`config.mk`:
```
export PLATFORM = sky130hd
export DESIGN_NAME = game_flow_ctrl
export DESIGN_NICKNAME = d
export VERILOG_FILES = /design/src/rtl/game_pkg.sv /design/src/rtl/game_attempt_counters.sv /design/src/rtl/game_flow_ctrl.sv
export SDC_FILE = /design/constraint.sdc
export NUM_CORES = 1
export LEC_CHECK = 0
export ABC_AREA = 1
export BUFFER_PORTS_ARGS = -buffer_cell sky130_fd_sc_hd__buf_2
export CAP_MARGIN = 10
export CORE_UTILIZATION = 51
export DETAILED_ROUTE_END_ITERATION = 8
export MAX_ROUTING_LAYER = met4
export PLACE_DENSITY_LB_ADDON = 0.08
export SLEW_MARGIN = 20
export SYNTH_ARGS = -nofsm -noshare
export SYNTH_HDL_FRONTEND = slang
export SYNTH_HIERARCHICAL = 1
export SYNTH_SLANG_ARGS = --single-unit
```
`constraint.sdc`:
```
create_clock -name clk -period 4.5 [get_ports clk]
set_input_delay 1.35 -clock clk [delete_from_list [all_inputs] [get_ports clk]]
set_output_delay 1.35 -clock clk [all_outputs]
set_load 0.02 [all_outputs]
```
`src/rtl/game_pkg.sv`:
```
// Shared types for the Sokoban game-flow sequencer: state encoding, command
// codes, game-state register select codes and the Moore output decode.
package game_pkg;

    typedef enum logic [3:0] {
        ST_RESET   = 4'd0,
        ST_INIT    = 4'd1,
        ST_WAIT    = 4'd2,
        ST_MOVE    = 4'd3,
        ST_RETRACT = 4'd4,
        ST_HOLD    = 4'd5,
        ST_CLEAR   = 4'd6,
        ST_NEXT    = 4'd7,
        ST_OVER    = 4'd8,
        ST_LOSE    = 4'd9
    } game_state_e;

    localparam logic [2:0] CMD_MOVE    = 3'd0;
    localparam logic [2:0] CMD_RETRY   = 3'd1;
    localparam logic [2:0] CMD_RETRACT = 3'd2;
    localparam logic [2:0] CMD_NEXT    = 3'd3;
    localparam logic [2:0] CMD_HOLD    = 3'd4;

    localparam logic [1:0] SEL_LOAD    = 2'b00;
    localparam logic [1:0] SEL_MOVE    = 2'b01;
    localparam logic [1:0] SEL_RETRACT = 2'b11;

    typedef struct packed {
        logic       state_en;
        logic [1:0] sel;
        logic       stage_up;
        logic       win;
        logic       lose;
        logic       held;
    } flow_out_t;

    // Counter controls issued by the FSM; init wins over everything else.
    typedef struct packed {
        logic init;
        logic inc;
        logic dec;
        logic tick;
    } cnt_ctrl_t;

    function automatic flow_out_t decode_outputs(input game_state_e s);
        flow_out_t o;
        o = '0;
        case (s)
            ST_RESET, ST_INIT: o.state_en = 1'b1;
            ST_MOVE: begin
                o.state_en = 1'b1;
                o.sel      = SEL_MOVE;
            end
            ST_RETRACT: begin
                o.state_en = 1'b1;
                o.sel      = SEL_RETRACT;
            end
            ST_HOLD: o.held     = 1'b1;
            ST_NEXT: o.stage_up = 1'b1;
            ST_OVER: o.win      = 1'b1;
            ST_LOSE: o.lose     = 1'b1;
            default: ;
        endcase
        return o;
    endfunction

endpackage

```
`src/rtl/game_attempt_counters.sv`:
```
// Per-attempt counters: steps taken, retracts available and countdown ticks.
// All saturation and flooring rules live here; the FSM only strobes controls.
module game_attempt_counters
    import game_pkg::*;
#(
    parameter int STEP_W     = 8,
    parameter int UNDO_DEPTH = 8,
    parameter int UNDO_W     = $clog2(UNDO_DEPTH + 1),
    parameter int TIME_W     = 12
) (
    input  logic              clk,
    input  logic              reset,
    input  cnt_ctrl_t         ctrl,
    input  logic [TIME_W-1:0] time_limit,
    output logic [STEP_W-1:0] step,
    output logic [UNDO_W-1:0] undo_avail,
    output logic [TIME_W-1:0] time_left
);

    localparam logic [STEP_W-1:0] STEP_MAX = '1;
    localparam logic [UNDO_W-1:0] UNDO_MAX = UNDO_W'(UNDO_DEPTH);

    always_ff @(posedge clk) begin
        if (reset) begin
            step       <= '0;
            undo_avail <= '0;
            time_left  <= '0;
        end else if (ctrl.init) begin
            step       <= '0;
            undo_avail <= '0;
            time_left  <= time_limit;
        end else begin
            if (ctrl.inc) begin
                if (step != STEP_MAX)
                    step <= step + STEP_W'(1);
                if (undo_avail < UNDO_MAX)
                    undo_avail <= undo_avail + UNDO_W'(1);
            end else if (ctrl.dec) begin
                if (step != '0)
                    step <= step - STEP_W'(1);
                if (undo_avail != '0)
                    undo_avail <= undo_avail - UNDO_W'(1);
            end
            if (ctrl.tick && time_left != '0)
                time_left <= time_left - TIME_W'(1);
        end
    end

endmodule

```
`src/rtl/game_flow_ctrl.sv`:
```
// Game-flow sequencer: accepts decoded commands, drives load/move/retract to
// the game-state register and reports clear, win, lose and hold status.
module game_flow_ctrl
    import game_pkg::*;
#(
    parameter int CELLS      = 64,
    parameter int STAGE_W    = 2,
    parameter int LAST_STAGE = 3,
    parameter int STEP_W     = 8,
    parameter int UNDO_DEPTH = 8,
    parameter int UNDO_W     = $clog2(UNDO_DEPTH + 1),
    parameter int TIME_W     = 12
) (
    input  logic               clk,
    input  logic               reset,
    input  logic               restart,
    input  logic               cmd_valid,
    input  logic [2:0]         cmd,
    input  logic               move_ok,
    input  logic [CELLS-1:0]   box,
    input  logic [CELLS-1:0]   destination,
    input  logic [STAGE_W-1:0] stage,
    input  logic [STEP_W-1:0]  step_limit,
    input  logic [TIME_W-1:0]  time_limit,
    input  logic               tick,
    output logic               state_en,
    output logic [1:0]         sel,
    output logic               stage_up,
    output logic               win,
    output logic               lose,
    output logic               held,
    output logic [STEP_W-1:0]  step,
    output logic [UNDO_W-1:0]  undo_avail,
    output logic [TIME_W-1:0]  time_left
);

    localparam logic [STAGE_W-1:0] FINAL_STAGE = STAGE_W'(LAST_STAGE);

    game_state_e state_q, state_d;
    cnt_ctrl_t   ctrl;
    flow_out_t   outs;

    logic cmd_move, cmd_retry, cmd_retract, cmd_next, cmd_hold;
    logic solved, out_of_steps, out_of_time;

    assign cmd_move    = cmd_valid && (cmd == CMD_MOVE);
    assign cmd_retry   = cmd_valid && (cmd == CMD_RETRY);
    assign cmd_retract = cmd_valid && (cmd == CMD_RETRACT);
    assign cmd_next    = cmd_valid && (cmd == CMD_NEXT);
    assign cmd_hold    = cmd_valid && (cmd == CMD_HOLD);

    assign solved       = (box == destination);
    assign out_of_steps = (step_limit != '0) && (step >= step_limit);
    assign out_of_time  = (time_limit != '0) && (time_left == '0);

    always_ff @(posedge clk) begin
        if (reset || restart)
            state_q <= ST_RESET;
        else
            state_q <= state_d;
    end

    always_comb begin
        state_d = state_q;
        ctrl    = '0;
        case (state_q)
            ST_RESET: state_d = ST_INIT;
            ST_INIT: begin
                ctrl.init = 1'b1;
                state_d   = ST_WAIT;
            end
            ST_WAIT: begin
                // The timer runs in WAIT even on the cycle WAIT is left.
                ctrl.tick = tick;
                if (solved)
                    state_d = (stage == FINAL_STAGE) ? ST_OVER : ST_CLEAR;
                else if (out_of_steps || out_of_time)
                    state_d = ST_LOSE;
                else if (cmd_retry)
                    state_d = ST_INIT;
                else if (cmd_retract && undo_avail != '0)
                    state_d = ST_RETRACT;
                else if (cmd_move && move_ok)
                    state_d = ST_MOVE;
                else if (cmd_hold)
                    state_d = ST_HOLD;
            end
            ST_MOVE: begin
                ctrl.inc = 1'b1;
                state_d  = ST_WAIT;
            end
            ST_RETRACT: begin
                ctrl.dec = 1'b1;
                state_d  = ST_WAIT;
            end
            ST_HOLD: begin
                if (cmd_hold)
                    state_d = ST_WAIT;
                else if (cmd_retry)
                    state_d = ST_INIT;
            end
            ST_CLEAR: if (cmd_next) state_d = ST_NEXT;
            ST_NEXT:  state_d = ST_INIT;
            // NEXT from LOSE replays the same stage; no stage_up is issued.
            ST_LOSE:  if (cmd_retry || cmd_next) state_d = ST_INIT;
            ST_OVER:  state_d = ST_OVER;
            default:  state_d = ST_RESET;
        endcase
    end

    always_comb outs = decode_outputs(state_q);

    assign state_en = outs.state_en;
    assign sel      = outs.sel;
    assign stage_up = outs.stage_up;
    assign win      = outs.win;
    assign lose     = outs.lose;
    assign held     = outs.held;

    game_attempt_counters #(
        .STEP_W    (STEP_W),
        .UNDO_DEPTH(UNDO_DEPTH),
        .UNDO_W    (UNDO_W),
        .TIME_W    (TIME_W)
    ) u_counters (
        .clk       (clk),
        .reset     (reset),
        .ctrl      (ctrl),
        .time_limit(time_limit),
        .step      (step),
        .undo_avail(undo_avail),
        .time_left (time_left)
    );

endmodule

```
==> summary.md, run 1 <==
| Metric | Value |
|---|---|
| Result of the run | finished clean |
| Combinational group share of total power | 0.478 |
| Launch instance of the worst register-to-register path | state_q[2] |
| Kind of end point of the critical path | output port |
| Crit path max-delay cell type | dfxtp_1 |
| Number of hold-slack violations in the final timing report | 0 |
| Transition time of the tightest slew-check pin | 0.788 ns |
| Overall die area | slightly below 8000 sq um |
| Highest ir drop seen on vdd | ~0.15 mV |
| Required time of the worst setup path | approximately 3.2 ns |
| Wire length of the first global-routing pass | between 15000 and 20000 microns |
| Area used by sequential logic in the layout | roughly 560 sq um |
| Worst Skew | between 0.0015 and 0.002 ns |
| Synthesized area | 3870 sq um |
| Bufs on Longest Clock Path | 2 |
| Number of vias in the routed layout | 4950 |
| Fraction of final layout cells with drive strength greater than 1 | 0.250 |
| Number of setup buffers added after CTS | 0 |
| Worst endpoint data arrival time | about 1.7 ns |
| Seq/Total Area, Yosys | 0.145 |
| Vias in the first global route | roughly 4300 |
| Worst R2R End | u_counters/step[5] |
| Total DRC errors in the routed layout | 0 |
| Maximum number of pins on one net before global-route repair | 17 |
| Number of nets still failing antenna checks after routing | 0 |
| Setup TNS after final layout | 0 ns |
| H-tree lvl count | 1 |
| Hold Path Cell Cnt | 2 |
| Maximum fanout along the worst path | 5 |
| Max-cap check violation count | 0 |
| Worst hold start | u_counters/time_left[0] |
| Relative slew slack | 0.473 |
| Number of buffer and inverter instances along the worst setup path | 4 |
| Most common library cell in the layout ignoring fill and taps | nand2_1 |
| Buffer cell driving the clock tree root | clkbuf_8 |
| Fin crit period | roughly 3.0 ns |
| Final net count | between 1000 and 1500 |
| Final Non-Filler Cells | around 1000 |
| Worst reg-to-reg path cell count | 12 |
| Insertion delay to the later sink of the worst-skew pair | 0.28 ns |
| Most used cells in the layout excluding fill and tap cells | 250 x nand2_1, 189 x buf_2, 171 x nor2_1, 131 x inv_1, 28 x dfxtp_1 |
| Synthesized Nets | roughly 940 |
| Classification of the worst-slack hold path | reg -> reg |
| Top-Level Pins | between 150 and 200 |
| Ratio of final minimum period to clock period | 0.666 |
| Hold-critical path endpoint | u_counters/time_left[0] |
| Avg WL per Cell | between 10 and 15 microns |
| Post-CTS resize count | 0 |
| Initial Util | 0.530 |
| Total instance count after detailed placement | around 1000 |
| Cell variety after synth | 36 |
| Number of flip-flops and latches in the synthesized netlist | 28 |
| Clock input transition at the sequential cells of the worst setup and hold paths | 0.10 ns |
| Area of placed instances | 4910 sq um |
| # diodes | 0 |
| Setup Viol. Count Final | 0 |
| Net switching share of the total power | 0.401 |
| Critical Path, Cell by Cell | inv_2 > nor2_2 > inv_2 > nor2_1 > nor2_2 > inv_2 > buf_2 |
| CTS tree | built |
| Post-detailed-placement half-perimeter wirelength | roughly 9000 microns |
| Setup repair after global routing missed its margin | no |
| Combined area of the multi-input logic cells | about 2700 sq um |
| # port buffers | about 190 |
| Iteration count of the initial detailed-routing pass | 5 |
| Area added between synthesis and finish | 29.0% |
| Violation count after the first detailed-routing iteration | 180 |
| Total power per unit cell area | between 150 and 200 nW/um^2 |
| Core area | between 7000 and 8000 sq um |
| Drt total wl | around 11000 microns |
| Final worst-path setup slack | ~1.5 ns |
| Net switching power | between 300 and 400 uW |
| Portion of total power attributed to the clock network | 0.219 |
| Area of all placed cells without fillers | 4990 sq um |
| Maximum operating frequency | between 300 and 400 MHz |
| Overall Global Routing Usage | 0.273 |
| Number of buffers added by the clock tree synthesis step | 3 |
| P_int | between 500 and 600 uW |
| Sort of element at the start of the critical path | flop |
| Fill cell count | between 700 and 800 |
| Number of rows in the core area | 31 |
| Overflow left after global routing | 0 |
| Worst slack at placement | about 1.6 ns |
| Final count of pins violating max slew | 0 |
| Via count normalized by instance count | around 4.7 |
| Peak per-stage delay on the critical path | between 0.4 and 0.5 ns |
| Cell occurring most often along the worst timing path | inv_2 |
| Mapped Cells | around 760 |
| Floorplan die width | between 80 and 90 microns |
| Number of buffers inserted by hold repair at cts | 0 |
| Gp weighted congestion | between 0.9 and 1 |
| Number of antenna violations at the first check in global routing | 0 |
| Kind of critical path | reg -> out |
| Leakage power | 3.18 nW |
| Num Clock Sinks | 28 |
| Crit-path leading delay family | simple AND/OR/NAND/NOR gates |
| Die Y-Extent | approximately 89 microns |
| Total Power | roughly 940 uW |
| Post-Synthesis Mean Instance Area | slightly above 5 sq um |
| Share of total power in sequential cells | 0.303 |
| Register-to-register setup slack | about 2.0 ns |
| Synthesis Warnings | 6 |
[worst max path at each step]
stage                       to  slack (ns)  cells after the start     startpoint
floorplan           state_q[1]        1.88                     13  step_limit[5]
detailed placement  state_q[2]        1.61                     14  step_limit[5]
global route          state_en        1.37                      7     state_q[2]
finish                  sel[0]        1.50                      7     state_q[2]
CTS                   state_en        1.53                      7     state_q[2]
global placement    state_q[1]        1.64                     14  step_limit[5]
[logic make-up (layout without fill, tap and decap cells)]
logic type | count (synthesis) | count (layout) | share of synthesized area
buffers and inverters | 152 | 340 | 0.150
XOR/XNOR | 19 | 19 | 0.0430
AND/OR/NAND/NOR | 491 | 491 | 0.523
AO/OA/AOI/OAI | 47 | 47 | 0.0699
adder cells (fa/ha/maj) | 20 | 20 | 0.0686
flip-flops | 28 | 28 | 0.145
[layer usage]
| metal | vias to the layer above | GRT usage | wire length, microns |
|---|---|---|---|
| li1 | 2644 | - | - |
| met1 | 2102 | 0.299 | 4530 |
| met2 | 175 | 0.510 | 5290 |
| met3 | 29 | 0.0425 | 750 |
| met4 | 0 | 0.0794 | 233 |
| met5 | - | - | 0 |
[per-stage QoR]
| step | utilization | hold slack, ns |
|---|---|---|
| 4_1_cts | 0.684 | 0.527 |
| 3_5_place_dp | 0.674 | 0.510 |
| 3_3_place_gp | 0.674 | 0.497 |
| 6_report | 0.684 | 0.531 |
| 2_1_floorplan | - | 0.557 |
| 5_1_grt | 0.684 | 0.567 |
[power groups by stage]
stage / Combinational [mW] / Clock [mW] / Sequential [mW]
5_1_grt: 0.510 / 0.219 / 0.288
4_1_cts: 0.446 / 0.207 / 0.285
6_report: 0.449 / 0.206 / 0.285
2_1_floorplan: 0.281 / 0 / 0.301
3_3_place_gp: 0.430 / 0 / 0.290
3_5_place_dp: 0.441 / 0 / 0.290
[sequential cells by signal, summed over array words and instances, names as in the netlist]
signal	count
state_q	4
u_counters/step	8
u_counters/time_left	12
u_counters/undo_avail	4
[cells in the mapped netlist (all sizes together)]
library cell    n  area, sq um
o31ai           1         7.51
nor3            8         61.3
inv           144          541
xnor2           4         35.0
nand3          27          140
buf             3         17.5
o21a            2         15.0
dfxtp          28          561
fa              2         40.0
clkinv          2         12.5
xor2           15          131
nand3b          1         7.51
nor4            2         12.5
o21ai          24          120
clkbuf          3         11.3
ha             18          225
nand4          11         68.8
nor2          183          722
a21oi          16         95.1
a2111oi         2         17.5
nand2         257          997
or2             2         12.5
o21bai          2         15.0
[worst min-delay path, stage by stage (launching register included)]
cell     delay (ns)
dfxtp_1        0.36
nand2_1        0.08
a21oi_1        0.05
[final cells by class]
type / instances / share of cell area
clock buffer: 3 / 0.00828
clock inverter: 1 / 0.00602
inverter: 146 / 0.111
multi-input combinational: 577 / 0.546
sequential: 28 / 0.112
tap: 99 / 0.0248
timing repair buffer: 190 / 0.191
(Power assumes the default switching activity.)
==> run 2, diff against run 1 <==
CORE_UTILIZATION = 48   (was 51)
clock period = 2.81 ns   (was 4.5 ns; I/O delays follow)
==> run 2 against run 1 <==
Setup slack worse by 1.2 ns. Highest routed layer unchanged. Utilization fell by 3.9 points. Non-clock buffer count increased by 2.
==> summary.md, run 2 (synthesis results as in run 1) <==
| Metric | Value |
|---|---|
| Floorplan die width | 91.7 microns (+3.0%) |
| Leakage power | 3.19 nW (+0.33%) |
| Overall Global Routing Usage | 0.262 (-0.0112) |
| Number of buffers inserted by hold repair at cts | 0 (unchanged) |
| Maximum operating frequency | roughly 400 MHz |
| Setup TNS after final layout | 0 ns (unchanged) |
| Total power per unit cell area | 301 nW/um^2 (+60%) |
| Setup Viol. Count Final | 0 (unchanged) |
| Register-to-register setup slack | 0.53 ns (-1.51 ns) |
| Clock input transition at the sequential cells of the worst setup and hold paths | 0.11 ns (about the same) |
| Required time of the worst setup path | 1.97 ns (-1.18 ns) |
| Via count normalized by instance count | 4.72 (-0.42%) |
| Final count of pins violating max slew | 0 (unchanged) |
| Kind of end point of the critical path | output port |
| Total instance count after detailed placement | 1045 (+0.48%) |
| Number of buffers added by the clock tree synthesis step | 3 (unchanged) |
| Most used cells in the layout excluding fill and tap cells | 250 x nand2_1, 189 x buf_2, 171 x nor2_1, 131 x inv_1, 28 x dfxtp_1 |
| Violation count after the first detailed-routing iteration | 172 (-4.4%) |
| Number of antenna violations at the first check in global routing | 0 (unchanged) |
| Sort of element at the start of the critical path | flop |
| Maximum number of pins on one net before global-route repair | 17 (unchanged) |
| Iteration count of the initial detailed-routing pass | 5 (unchanged) |
| Drt total wl | 10800 microns (+0.16%) |
| Fraction of final layout cells with drive strength greater than 1 | 0.251 (+0.00158) |
| Die Y-Extent | 91.7 microns (+3.0%) |
| Total Power | 1.51 mW (+60%) |
| Worst endpoint data arrival time | 1.66 ns (about the same) |
| Setup repair after global routing missed its margin | no |
| Number of hold-slack violations in the final timing report | 0 (unchanged) |
| Final worst-path setup slack | 0.310 ns (-1.19 ns) |
| Maximum fanout along the worst path | 6 (+1) |
| Overall die area | 8420 sq um (+6.1%) |
| Most common library cell in the layout ignoring fill and taps | nand2_1 |
| Worst Skew | 0.00982 ns (+0.00792 ns) |
| Worst hold start | u_counters/time_left[0] |
| Area added between synthesis and finish | 29.4% |
| Kind of critical path | reg -> out |
| Relative slew slack | 0.547 (+0.0739) |
| Wire length of the first global-routing pass | 18000 microns (+5.5%) |
| Result of the run | finished clean |
| Fin crit period | roughly 2.5 ns |
| Avg WL per Cell | 10.3 microns (-0.32%) |
| Transition time of the tightest slew-check pin | 0.678 ns (-0.111 ns) |
| Final Non-Filler Cells | 1049 (+0.48%) |
| # diodes | 0 (unchanged) |
| Launch instance of the worst register-to-register path | state_q[0] |
| Top-Level Pins | 190 (unchanged) |
| Setup crit start | state_q[0] |
| Initial Util | 0.498 (-0.0325) |
| Number of setup buffers added after CTS | 0 (unchanged) |
| Overflow left after global routing | 0 (unchanged) |
| Number of nets still failing antenna checks after routing | 0 (unchanged) |
| Gp weighted congestion | 0.894 (-1.1%) |
| Number of rows in the core area | 32 (+3.2%) |
| Vias in the first global route | 4393 (+1.5%) |
| CTS tree | built |
| Max-cap check violation count | 0 (unchanged) |
| Share of the core filled with cells | 0.644 (-0.0394) |
| Buffer cell driving the clock tree root | clkbuf_8 |
| Post-detailed-placement half-perimeter wirelength | 9140 microns (+1.5%) |
| Final net count | 1127 (+0.18%) |
| Highest ir drop seen on vdd | 0.317 mV (+110%) |
| Bufs on Longest Clock Path | 2 (unchanged) |
| Number of vias in the routed layout | 4953 (+0.061%) |
| Largest regs | u_counters/time_left (12), u_counters/step (8) |
| Classification of the worst-slack hold path | reg -> reg |
| Worst slack at placement | 0.415 ns (-1.19 ns) |
| Register with the highest flop count | u_counters/time_left |
| Post-CTS resize count | 0 (unchanged) |
| Core area | 7770 sq um (+6.5%) |
| Insertion delay to the later sink of the worst-skew pair | 0.29 ns (about the same) |
| Num Clock Sinks | 28 (unchanged) |
| H-tree lvl count | 1 (unchanged) |
| # port buffers | 189 (unchanged) |
| Max reg flops | 12 (unchanged) |
| Total DRC errors in the routed layout | 0 (unchanged) |
| Ratio of final minimum period to clock period | 0.890 |
==> run 2: changes by cell type in the layout (fill, tap and decap cells not counted) <==
cell	previous run	this run
buf_4	1	3
==> run 2: power breakdown <==
part / switching [mW] / internal [mW] / leakage, nW / total [mW]
clock network: 0.143 / 0.191 / 0.0357 / 0.334
logic: 0.422 / 0.293 / 2.93 / 0.715
registers: 0.0364 / 0.419 / 0.227 / 0.456
==> run 2: per-stage QoR <==
step                      area, sq um  hold WS [ns]
after detailed placement         4930         0.505
after global placement           4930         0.501
after CTS                        5000         0.521
final                            5000         0.520
after global routing             5000         0.561
after floorplan                  3870         0.557
==> run 2: final timing paths <==
check,endpoint,cells past startpoint
worst min register to register,u_counters/time_left[0],2
worst min-delay path,u_counters/time_left[0],2
worst max register to register,u_counters/time_left[3],9
worst max-delay path,state_en,6
==> run 2: critical path: stages, from the launching register on <==
cell     delay [ns]
dfxtp_1        0.40
nor2_1         0.19
inv_1          0.10
nor2_1         0.36
nor2_2         0.09
nand2_1        0.07
buf_2          0.16
==> run 2: final cells by class <==
class	count	area [sq um]
Fill cell	798	2760
Multi-Input combinational cell	577	2720
Timing Repair Buffer	192	968
Sequential cell	28	561
Inverter	146	553
Tap cell	102	128
Clock buffer	3	41.3
Clock inverter	1	30.0
==> run 2: layer usage <==
metal / up-vias / global-route usage / share of wire
met1: 2120 / 0.292 / 0.42
met5: - / - / 0
met4: 0 / 0.0521 / 0.017
met3: 20 / 0.0415 / 0.066
li1: 2652 / - / -
met2: 161 / 0.494 / 0.49
==> run 3, diff against run 2 <==
CORE_MARGIN = 4   (was not set)
CTS_CLUSTER_SIZE = 25   (was not set)
==> run 3 against run 2 <==
Design area unchanged. Power rose by 0.23%. Fmax fell by 1.1%. Critical path type unchanged. Global-route usage decreased by 2.7 points.
==> summary.md, run 3 (synthesis results as in run 1) <==
| Metric | Value |
|---|---|
| Maximum fanout along the worst path | 5 (-1) |
| Portion of total power attributed to the clock network | 0.219 (-0.003) |
| Critical Path, Cell by Cell | inv_2 > nor2_2 > inv_2 > nor2_1 > nor2_2 > nand2_1 > buf_2 |
| Core area | 7770 sq um (unchanged) |
| Clock input transition at the sequential cells of the worst setup and hold paths | 0.10 ns (about the same) |
| Worst reg-to-reg path cell count | 12 (+3) |
| # port buffers | 189 (unchanged) |
| Vias in the first global route | 4637 (+5.6%) |
| Combinational group share of total power | 0.478 (+0.003) |
| Leakage power | 3.19 nW (unchanged) |
| Required time of the worst setup path | 1.97 ns (about the same) |
| Fin crit period | 2.53 ns (+0.0269 ns) |
| Initial Util | 0.498 (unchanged) |
| Top-Level Pins | 190 (unchanged) |
| Kind of end point of the critical path | output port |
| Number of antenna violations at the first check in global routing | 0 (unchanged) |
| Net switching share of the total power | 0.401 (+0.00147) |
| Capture point of the critical path | state_en |
| Transition time of the tightest slew-check pin | 0.569 ns (-0.109 ns) |
| Ratio of final minimum period to clock period | 0.899 (+0.00958) |
| Setup TNS after final layout | 0 ns (unchanged) |
| Register-to-register setup slack | 0.58 ns (+0.05 ns) |
| Final count of pins violating max slew | 0 (unchanged) |
| Number of setup buffers added after CTS | 0 (unchanged) |
| Number of nets still failing antenna checks after routing | 0 (unchanged) |
| Gp weighted congestion | 0.897 (+0.28%) |
| Sort of element at the start of the critical path | flop |
| Total power per unit cell area | 302 nW/um^2 (+0.23%) |
| Overall die area | 9550 sq um (+14%) |
| Hold Path Cell Cnt | 2 (unchanged) |
| Max-cap check violation count | 0 (unchanged) |
| Relative slew slack | 0.619 (+0.0729) |
| Maximum operating frequency | 396 MHz (-1.1%) |
| Worst slack at placement | 0.349 ns (-0.0664 ns) |
| Highest ir drop seen on vdd | 0.239 mV (-25%) |
| Setup repair after global routing missed its margin | no |
| Maximum number of pins on one net before global-route repair | 20 (+3) |
| Setup crit start | state_q[2] |
| Drt total wl | 11500 microns (+6.6%) |
| Number of hold-slack violations in the final timing report | 0 (unchanged) |
| Iteration count of the initial detailed-routing pass | 5 (unchanged) |
| Kind of critical path | reg -> out |
| Share of total power in sequential cells | 0.303 (about the same) |
| Classification of the worst-slack hold path | reg -> reg |
| Violation count after the first detailed-routing iteration | 201 (+17%) |
| Post-CTS resize count | 0 (unchanged) |
| Overall Global Routing Usage | 0.235 (-0.0273) |
| Number of buffers added by the clock tree synthesis step | 3 (unchanged) |
| Most used cells in the layout excluding fill and tap cells | 250 x nand2_1, 189 x buf_2, 171 x nor2_1, 131 x inv_1, 28 x dfxtp_1 |
| Worst endpoint data arrival time | 1.68 ns (+0.02 ns) |
| Fraction of final layout cells with drive strength greater than 1 | 0.251 (unchanged) |
| Die Y-Extent | 97.7 microns (+6.5%) |
| Number of buffers inserted by hold repair at cts | 0 (unchanged) |
| P_int | 904 uW (about the same) |
| Floorplan die width | 97.7 microns (+6.5%) |
| Number of rows in the core area | 32 (unchanged) |
| Bufs on Longest Clock Path | 2 (unchanged) |
| Setup Viol. Count Final | 0 (unchanged) |
| Final net count | 1127 (unchanged) |
| Fill cell count | 814 (+2.0%) |
| Peak per-stage delay on the critical path | 0.50 ns (+0.10 ns) |
| Net switching power | 605 uW (+0.60%) |
| Avg WL per Cell | 11.0 microns (+6.6%) |
| Num Clock Sinks | 28 (unchanged) |
| Post-detailed-placement half-perimeter wirelength | 9740 microns (+6.6%) |
| Via count normalized by instance count | 4.76 (+0.85%) |
| Crit-path leading delay family | simple AND/OR/NAND/NOR gates |
| Worst Skew | 0.00333 ns (-0.00649 ns) |
| Total DRC errors in the routed layout | 0 (unchanged) |
| H-tree lvl count | 1 (unchanged) |
| Insertion delay to the later sink of the worst-skew pair | 0.28 ns (about the same) |
| # diodes | 0 (unchanged) |
| Wire length of the first global-routing pass | 19100 microns (+5.7%) |
| Number of buffer and inverter instances along the worst setup path | 3 (+1) |
| Crit path max-delay cell type | dfxtp_1 |
| Launch instance of the worst register-to-register path | state_q[2] |
| Result of the run | finished clean |
| Overflow left after global routing | 0 (unchanged) |
| Area added between synthesis and finish | 29.4% (unchanged) |
| Final worst-path setup slack | 0.283 ns (-0.0269 ns) |
| Cell depth of the worst setup path | 7 (+1) |
| Worst R2R End | u_counters/step[5] |
| Register with the highest flop count | u_counters/time_left |
| CTS tree | built |
| Buffer cell driving the clock tree root | clkbuf_8 |
| Number of vias in the routed layout | 4995 (+0.85%) |
| Max reg flops | 12 (unchanged) |
| Most common library cell in the layout ignoring fill and taps | nand2_1 |
| Largest regs | u_counters/time_left (12), u_counters/step (8) |
## run 3: cell counts in the layout (fill, tap and decap cells not counted)
Identical to the previous run, type by type.
## run 3: worst min path at each step
| stage | startpoint | to | slack (ns) |
|---|---|---|---|
| 6_report | u_counters/time_left[0] | u_counters/time_left[0] | 0.52 |
| 5_1_grt | u_counters/time_left[9] | u_counters/time_left[9] | 0.56 |
| 4_1_cts | u_counters/time_left[0] | u_counters/time_left[0] | 0.53 |
| 3_5_place_dp | u_counters/time_left[0] | u_counters/time_left[0] | 0.51 |
| 3_3_place_gp | u_counters/time_left[0] | u_counters/time_left[0] | 0.50 |
| 2_1_floorplan | state_q[0] | state_q[1] | 0.56 |
## run 3: metrics by stage
stage / area [sq um] / power (mW) / hold slack (ns) / instances / utilization
after detailed placement: 4930 / 1.18 / 0.506 / 1045 / 0.635
after global placement: 4930 / 1.16 / 0.500 / 1045 / 0.635
after CTS: 5000 / 1.51 / 0.525 / 1049 / 0.644
after floorplan: 3870 / 0.932 / 0.557 / 757 / -
after global routing: 5000 / 1.63 / 0.560 / 1049 / 0.644
final: 5000 / 1.51 / 0.523 / 1049 / 0.644
## run 3: power by group through the flow
stage | registers [mW] | clock network, mW | logic [mW]
final | 0.457 | 0.331 | 0.721
after global routing | 0.463 | 0.350 | 0.814
after floorplan | 0.482 | 0 | 0.450
after detailed placement | 0.466 | 0 | 0.711
after global placement | 0.465 | 0 | 0.692
after CTS | 0.457 | 0.340 | 0.716
## run 3: routing by layer
metal  wire length, microns  vias up  track usage
li1                       -     2653            -
met1                   4790     2145        0.270
met2                   5690      178        0.423
met3                    846       19       0.0386
met4                    203        0       0.0596
met5                      0        -            -
## run 3: final cells by class
type                    count  area (sq um)  share of cell area
clock buffers               3          41.3             0.00825
multi-input cells         577          2720               0.544
flip-flops and latches     28           561               0.112
inverters                 146           553               0.110
repair buffers            192           968               0.194
clock inverters             1          30.0             0.00600
well taps                 102           128              0.0255
## run 3: worst min-delay path: stages (launching register included)
cell,delay [ns]
dfxtp_1,0.36
nand2_1,0.08
a21oi_1,0.05
